File: config.mk
export PLATFORM = sky130hd
export DESIGN_NAME = modexp_sequencer
export DESIGN_NICKNAME = d
export VERILOG_FILES = /design/src/rtl/modexp_sequencer.sv
export SDC_FILE = /design/constraint.sdc
export NUM_CORES = 2
export LEC_CHECK = 0
export CORE_AREA = 2 2 403 405
export DETAILED_ROUTE_END_ITERATION = 8
export DIE_AREA = 0 0 405 407
export DONT_BUFFER_PORTS = 1
export PLACE_DENSITY_LB_ADDON = 0.05
export SYNTH_ARGS = -nofsm -noshare
export SYNTH_HDL_FRONTEND = slang
export SYNTH_SLANG_ARGS = --single-unit
File: constraint.sdc
create_clock -name clk -period 3.5 [get_ports clk]
set_input_delay 0.35 -clock clk [delete_from_list [all_inputs] [get_ports clk]]
set_output_delay 0.35 -clock clk [all_outputs]
set_load 0.05 [all_outputs]
File: src/rtl/modexp_sequencer.sv
// modexp_sequencer: square-and-multiply controller computing base^exponent mod modulus
// by driving an external bit-serial modular multiplier (r = a*b mod n).
// Optional build macro: MODEXP_SKIP_LEADING_ZEROS_EN -- starts the scan at the
// highest set exponent bit (one extra LOAD cycle) instead of squaring 1 through
// all leading zeros.
module modexp_sequencer #(
  parameter int unsigned WIDTH = 128
) (
  input  logic             clk,
  input  logic             reset,
  input  logic             start,
  input  logic [WIDTH-1:0] base,
  input  logic [WIDTH-1:0] exponent,
  input  logic [WIDTH-1:0] modulus,
  output logic             busy,
  output logic             done,
  output logic [WIDTH-1:0] result,
  output logic             mul_start,
  output logic [WIDTH-1:0] mul_a,
  output logic [WIDTH-1:0] mul_b,
  output logic [WIDTH-1:0] mul_n,
  input  logic             mul_ready,
  input  logic [WIDTH-1:0] mul_result
);

  localparam int unsigned IDX_W = (WIDTH > 1) ? $clog2(WIDTH) : 1;

  typedef enum logic [3:0] {
    S_IDLE,
    S_LOAD,
    S_SQ_ISSUE,
    S_SQ_GUARD,
    S_SQ_WAIT,
    S_MUL_ISSUE,
    S_MUL_GUARD,
    S_MUL_WAIT,
    S_NEXT,
    S_FINISH
  } state_e;

  state_e             state_q, state_d;
  logic [WIDTH-1:0]   base_q, base_d;
  logic [WIDTH-1:0]   exp_q, exp_d;
  logic [WIDTH-1:0]   acc_q, acc_d;
  logic [IDX_W-1:0]   idx_q, idx_d;
  logic               busy_q, busy_d;
  logic               done_q, done_d;
  logic [WIDTH-1:0]   result_q, result_d;
  logic               mul_start_q, mul_start_d;
  logic [WIDTH-1:0]   mul_a_q, mul_a_d;
  logic [WIDTH-1:0]   mul_b_q, mul_b_d;
  logic [WIDTH-1:0]   mul_n_q, mul_n_d;

`ifdef MODEXP_SKIP_LEADING_ZEROS_EN
  logic [IDX_W-1:0]   msb_idx_c;

  // Priority encoder: position of the highest set bit of the latched exponent
  always_comb begin
    msb_idx_c = '0;
    for (int i = 0; i < int'(WIDTH); i++) begin
      if (exp_q[i]) msb_idx_c = IDX_W'(i);
    end
  end
`endif

  // Next-state, datapath and registered-output computation
  always_comb begin
    state_d     = state_q;
    base_d      = base_q;
    exp_d       = exp_q;
    acc_d       = acc_q;
    idx_d       = idx_q;
    busy_d      = busy_q;
    done_d      = 1'b0;
    result_d    = result_q;
    mul_start_d = 1'b0;
    mul_a_d     = mul_a_q;
    mul_b_d     = mul_b_q;
    mul_n_d     = mul_n_q;

    case (state_q)
      S_IDLE: begin
        if (start) begin
          base_d  = base;
          exp_d   = exponent;
          mul_n_d = modulus;
          busy_d  = 1'b1;
`ifdef MODEXP_SKIP_LEADING_ZEROS_EN
          state_d = S_LOAD;
`else
          acc_d   = WIDTH'(1);
          idx_d   = IDX_W'(WIDTH - 1);
          state_d = S_SQ_ISSUE;
`endif
        end
      end

      S_LOAD: begin
`ifdef MODEXP_SKIP_LEADING_ZEROS_EN
        // The top set bit is consumed by seeding acc with the base itself
        if (exp_q == '0) begin
          acc_d   = WIDTH'(1);
          state_d = S_FINISH;
        end else begin
          acc_d   = base_q;
          idx_d   = msb_idx_c;
          state_d = S_NEXT;
        end
`else
        state_d = S_IDLE;
`endif
      end

      S_SQ_ISSUE:  state_d = S_SQ_GUARD;
      // Stale ready from the previous product is still visible here
      S_SQ_GUARD:  state_d = S_SQ_WAIT;

      S_SQ_WAIT: begin
        if (mul_ready) begin
          acc_d   = mul_result;
          state_d = exp_q[idx_q] ? S_MUL_ISSUE : S_NEXT;
        end
      end

      S_MUL_ISSUE: state_d = S_MUL_GUARD;
      S_MUL_GUARD: state_d = S_MUL_WAIT;

      S_MUL_WAIT: begin
        if (mul_ready) begin
          acc_d   = mul_result;
          state_d = S_NEXT;
        end
      end

      S_NEXT: begin
        if (idx_q == '0) begin
          state_d = S_FINISH;
        end else begin
          idx_d   = idx_q - IDX_W'(1);
          state_d = S_SQ_ISSUE;
        end
      end

      S_FINISH: begin
        result_d = acc_q;
        done_d   = 1'b1;
        busy_d   = 1'b0;
        state_d  = S_IDLE;
      end

      default: state_d = S_IDLE;
    endcase

    // Operands are loaded alongside the pulse and then held until the product returns
    if (state_d == S_SQ_ISSUE) begin
      mul_start_d = 1'b1;
      mul_a_d     = acc_d;
      mul_b_d     = acc_d;
    end else if (state_d == S_MUL_ISSUE) begin
      mul_start_d = 1'b1;
      mul_a_d     = acc_d;
      mul_b_d     = base_d;
    end
  end

  // State and output registers with synchronous reset
  always_ff @(posedge clk) begin
    if (reset) begin
      state_q     <= S_IDLE;
      base_q      <= '0;
      exp_q       <= '0;
      acc_q       <= '0;
      idx_q       <= '0;
      busy_q      <= 1'b0;
      done_q      <= 1'b0;
      result_q    <= '0;
      mul_start_q <= 1'b0;
      mul_a_q     <= '0;
      mul_b_q     <= '0;
      mul_n_q     <= '0;
    end else begin
      state_q     <= state_d;
      base_q      <= base_d;
      exp_q       <= exp_d;
      acc_q       <= acc_d;
      idx_q       <= idx_d;
      busy_q      <= busy_d;
      done_q      <= done_d;
      result_q    <= result_d;
      mul_start_q <= mul_start_d;
      mul_a_q     <= mul_a_d;
      mul_b_q     <= mul_b_d;
      mul_n_q     <= mul_n_d;
    end
  end

  assign busy      = busy_q;
  assign done      = done_q;
  assign result    = result_q;
  assign mul_start = mul_start_q;
  assign mul_a     = mul_a_q;
  assign mul_b     = mul_b_q;
  assign mul_n     = mul_n_q;

endmodule

======== Yosys cells after proc, flatten, opt, wreduce, memory -nomap -nowiden ========
Index checks and enable logic that the tools add are counted.
operators by class
  $lt $le $gt $ge ......................... 1
  $add $sub $neg .......................... 1
  reductions and logical operators ........ 9
  equality and inequality tests ........... 12
  mux-type cells .......................... 25
operators by type and width
  operator                                                                       number
  128-bit 2-to-1 mux                                                             8
  128-bit one-hot mux with 2 select lines                                        1
  4-bit one-hot mux with 8 select lines                                          1
  4-bit by 3-bit equality test with 1-bit output (second input constant)         5
  4-bit 2-to-1 mux                                                               5
  7-bit 2-to-1 mux                                                               2
  7-bit one-hot mux with 2 select lines                                          1
  4-bit by 2-bit equality test with 1-bit output (second input constant)         3
  4-bit equality test (second input constant)                                    2
  7-bit by 8-bit less-than comparator with 1-bit output (second input constant)  1
  1-bit binary-select mux with 7-bit select                                      1
  7-bit zero test                                                                1
  7-bit by 1-bit subtractor with 7-bit output (second input constant)            1
  2-bit nonzero test                                                             3
  1-bit 2-to-1 mux                                                               5
  4-bit zero test                                                                1
  2-bit != test (second input constant)                                          2
  2-bit AND reduction                                                            2
  3-bit AND reduction                                                            1
  1-bit one-hot mux with 2 select lines                                          1
  2-bit OR reduction                                                             1
storage, ports and cells
  bits of input ports ..................... 516
  register bits ........................... 910

======== Logic depth before layout (Yosys ltp) ========
  word-level depth ........................ 8
  gate-level depth with buffers ........... 13
  gate-level depth less buffers ........... 8

======== Least setup slack after synthesis ========
OpenSTA, ideal clock, no wires.
  path kind ............................... register to register
  start ................................... register idx_q[0]
  end ..................................... register mul_a_q[10] (netlist: mul_a[10])
  arrival ................................. 2.592 ns
  library setup time ...................... 0.087 ns
  slack ................................... 0.821 ns
  path buffers ............................ 5
  stages on the path, launching flop included .. 13
  path through ............................ dfxtp_1 -> buf_6 -> buf_6 -> mux4_2 -> mux2i_1 -> mux2i_1 -> a32oi_2 -> o32a_2 -> buf_6 -> o21ai_4 -> buf_8 -> buf_6 -> a221oi_2
on the way
  cells in the longest elaborated chain, start to end .. 7
  elaborated cells on any way between the ends .. 11
RTL lines
  element                                                                                                                  RTL line  source
  start: declaration                                                                                                       45        logic [IDX_W-1:0] idx_q, idx_d;
  start signal: assignment                                                                                                 186       idx_q <= idx_d;
  1-bit binary-select mux with 7-bit select                                                                                121       state_d = exp_q[idx_q] ? S_MUL_ISSUE : S_NEXT;
  1-bit 2-to-1 mux (not written as such)                                                                                   121
  4-bit 2-to-1 mux                                                                                                         121
  4-bit 2-to-1 mux                                                                                                         119       if (mul_ready) begin
  4-bit one-hot mux with 8 select lines (*)                                                                                81        case (state_q)
  4-bit by 2-bit equality test with 1-bit output / 4-bit by 3-bit equality test with 1-bit output (equally long branches)  155, 159
  128-bit 2-to-1 mux / 2-bit nonzero test (equally long branches)                                                          n/a
  end signal: assignment                                                                                                   191       mul_a_q <= mul_a_d;
  end: declaration                                                                                                         50        logic [WIDTH-1:0] mul_a_q, mul_a_d;
Mark *: on every way between the ends. The rest lies on a longest branch, timed or not. The select of a mux whose other input is x is not followed.
A chain may end at the register's enable or synchronous reset.

==> qor.yml <==
tritoncts: "built"
clock-sinks: 910
placed_cell_area_um2: 36920
syn_to_final_growth_pct: 43.14
place_hpwl_mm: 111.6
rows: 147
core_um2: 160200
peakVddDrop_v: 0.0003798
setup_slack_ns: -1.559
cp-end-kind: "flop"
ant_nets: 0
grt_pass1_wl_mm: 237.8
yosys.cell_types.count: 58
cts_root_buffer: "clkbuf_16"
pwr-share-clk_pct: 39.2
ys_seq_area_share_pct: 52.63
hold_depth: 2
worstPathArrival_ns: 5.74
worstSetupPathType: "input port to flop"
p_total_mw: 30.39
synth_edf_count: 0
slew_headroom_pct: -294.6
critical_path_required_ns: 4.18
route.detailed.drc: 0
clk_latency_ns: 0.74
dp_cells: 5757
finalCritPeriodShare_pct: 144.5
slew_viol_final: 597
crit_fanout: 855
postSynthAreaPerCell_um2: 8.883
finalHoldViolCount: 0
fin_skew_ns: 0.04181
hold_path.class: "input port to flop"
hold_slack_ns: 0.03404
startpoint_type: "input port"
p_leak_nw: 18.98
fin_area_um2: 49550
async_flop_share_pct: 0
rsz0062_at_grt: "no"
dieArea_um2: 164800
clkSlewWorstSetupHoldPaths_ns: 0.06
crit_chain: "a21oi_1 -> a31oi_1 -> nand2_1"
antenna_found_initial: 22
failed_checks: "max-slew violations, negative setup slack"
max_stage_delay_ns: 2.36
grt_max_degree: 909
final_nets: 5112
critPathTopFamily: "compound AO/OA/AOI/OAI gates"
vias: 31678
status: "finished, violations left"
syn_nets: 4414
drt-initial-drc-count: 1840
grt.overflow.total: 0
worstMarginPinSlew_ns: 5.919
cts_buffer_depth: 3
gp_congestion: 0.7533
drive_above_1_share_pct: 9.398
synthFlopType: "dfxtp_1"
fillers: 17036
power_frac_seq_pct: 43.4
finalSetupViolations: 237
ys_ff_latch: 910
grt_pass1_vias: 32361
crit_buf_inv: 0
dr.pass1.iters: 5
switching_share_pct: 33.75
io_buffers: 0
wl_per_cell_um: 24.72
track_usage_pct: 19.42
period_needed_ns: 5.059
instances_no_fill: 6854
start_util_pct: 21.61
p_sw_mw: 10.25
numCtsBuffers: 112
die_x_um: 405
max_cap_violations: 0
netlist_area_um2: 34620
io_pins: 1031
yosysWarningCount: 0
p_per_area_nw_per_um2: 613.2
power.internal_mw: 20.13
post_cts_buffers: 0
clock.fmax_ghz: 0.1977
ctsHtreeMaxLevel: 3
via_per_inst: 4.622
tns_ns: -114.42
reg2reg_depth: 8
slowest_stage: "a21oi_1"
synthCells: 3897
die_h_um: 407
worst-path-stages: 3
wirelength_mm: 169.5
pwr-share-comb_pct: 17.4
==> flip-flops by register name, indices dropped and copies added, names as in the netlist <==
register   cells
exp_q        128
done           1
base_q       128
state_q        4
mul_a        128
busy           1
mul_b        128
acc_q        128
mul_n        128
idx_q          7
result       128
mul_start      1
==> Yosys cell counts (2+ instances only) <==
master	n	area share [%]
nand2_1	917	9.9
dfxtp_1	910	53
a21oi_1	395	5.7
clkbuf_1	322	3.5
nor2_1	266	2.9
o21ai_0	133	1.9
a31oi_1	131	2.4
nor3_1	129	1.9
nor3b_1	129	2.8
a22o_1	128	3.2
a22oi_1	127	2.8
a221oi_2	120	5.2
buf_2	31	0.45
mux2_2	21	0.68
mux4_2	21	1.4
buf_6	16	0.52
buf_1	14	0.15
o22ai_1	10	0.18
a221oi_1	8	0.20
nand3_1	7	0.10
mux2i_1	6	0.17
nor2b_1	4	0.072
a211oi_1	3	0.065
a311oi_1	3	0.076
inv_1	3	0.033
nor4_1	3	0.054
or2_2	3	0.054
xnor2_1	3	0.076
inv_2	2	0.022
nand2b_1	2	0.036
nand3b_1	2	0.043
o21a_1	2	0.043
==> stage by stage <==
stage	setup slack [ns]	util, %
after floorplan	0.8212	-
after global placement	0.2460	23.04
after detailed placement	0.2351	23.04
after CTS	0.05058	30.86
after global routing	0.004568	30.93
final	-1.559	30.93
==> layout make-up <==
class,instances,area (um^2),share of cell area (%)
tap,2160,2703,5.454
multi-input combinational,2597,14870,30.01
clock inverter,24,347.8,0.7020
inverter,5,18.77,0.03788
timing repair buffer,969,9992,20.17
sequential,910,18220,36.77
antenna,12,30.03,0.06060
clock buffer,177,3368,6.798
==> logic make-up (layout without fill, tap and decap cells) <==
| kind of cell | Yosys count | count (layout) | synth area share [%] |
|---|---|---|---|
| AND/OR/NAND/NOR | 1469 | 1469 | 18.03 |
| AO/OA/AOI/OAI | 1073 | 1073 | 22.18 |
| flip-flops | 910 | 910 | 52.63 |
| adder cells (fa/ha/maj) | 1 | 1 | 0.03614 |
| buffers and inverters | 390 | 1175 | 4.731 |
| other | 0 | 12 | 0 |
| XOR/XNOR | 4 | 4 | 0.1012 |
| multiplexers | 50 | 50 | 2.299 |
==> routing by layer <==
metal | global-route usage (%) | routed length, um | up-vias
li1 | - | - | 15077
met1 | 22.95 | 69350 | 15525
met2 | 33.62 | 83940 | 857
met3 | 5.238 | 10880 | 205
met4 | 6.939 | 5192 | 14
met5 | 0 | 92 | -
==> worst paths after layout <==
| path | from | endpoint | slack (ns) |
|---|---|---|---|
| worst max register to register | state_q[2]$_SDFF_PP0_ | mul_b[99]$_SDFFE_PP0P_ | 0.16 |
| worst min register to register | acc_q[19]$_SDFF_PP0_ | result[19]$_SDFFE_PP0P_ | 0.45 |
| worst min-delay path | mul_result[111] | mul_a[111]$_SDFFE_PP0P_ | 0.03 |
| worst max-delay path | reset | mul_b[18]$_SDFFE_PP0P_ | -1.56 |
==> worst register-to-register path: stages, from the launching register on <==
cell,delay [ns]
dfxtp_1,0.39
or4b_1,0.63
or2_4,0.45
nand2_4,0.47
buf_4,0.39
nor3b_1,0.09
dlygate4sd3_1,0.68
o21ai_0,0.08
nand2_1,0.07
==> power groups by stage <==
stage	clock network [mW]	logic [mW]	registers, mW
finish	11.9	5.28	13.2
floorplan	0	2.93	13.0
detailed placement	0	4.31	13.5
global placement	0	4.27	13.5
global route	12.7	5.74	13.3
CTS	12.3	5.32	13.2
==> placed cells by master, fill, tap and decap left out, types with 30 or more instances in the layout <==
cell type / count
a21oi_1: 394
a221oi_2: 120
a22o_1: 128
a22oi_1: 127
a31oi_1: 130
buf_12: 39
buf_4: 46
clkbuf_1: 34
clkbuf_16: 113
clkbuf_8: 30
dfxtp_1: 908
dlygate4sd3_1: 883
nand2_1: 915
nor2_1: 263
nor3_1: 129
nor3b_1: 128
o21ai_0: 132
==> timing repair <==
item                       in CTS  in global routing
setup endpoints to repair       0                 50
resized for setup               0                  2
hold endpoints to repair      773                 21
hold buffers                  879                  6
Note: power is estimated with default switching activity, not from simulation.
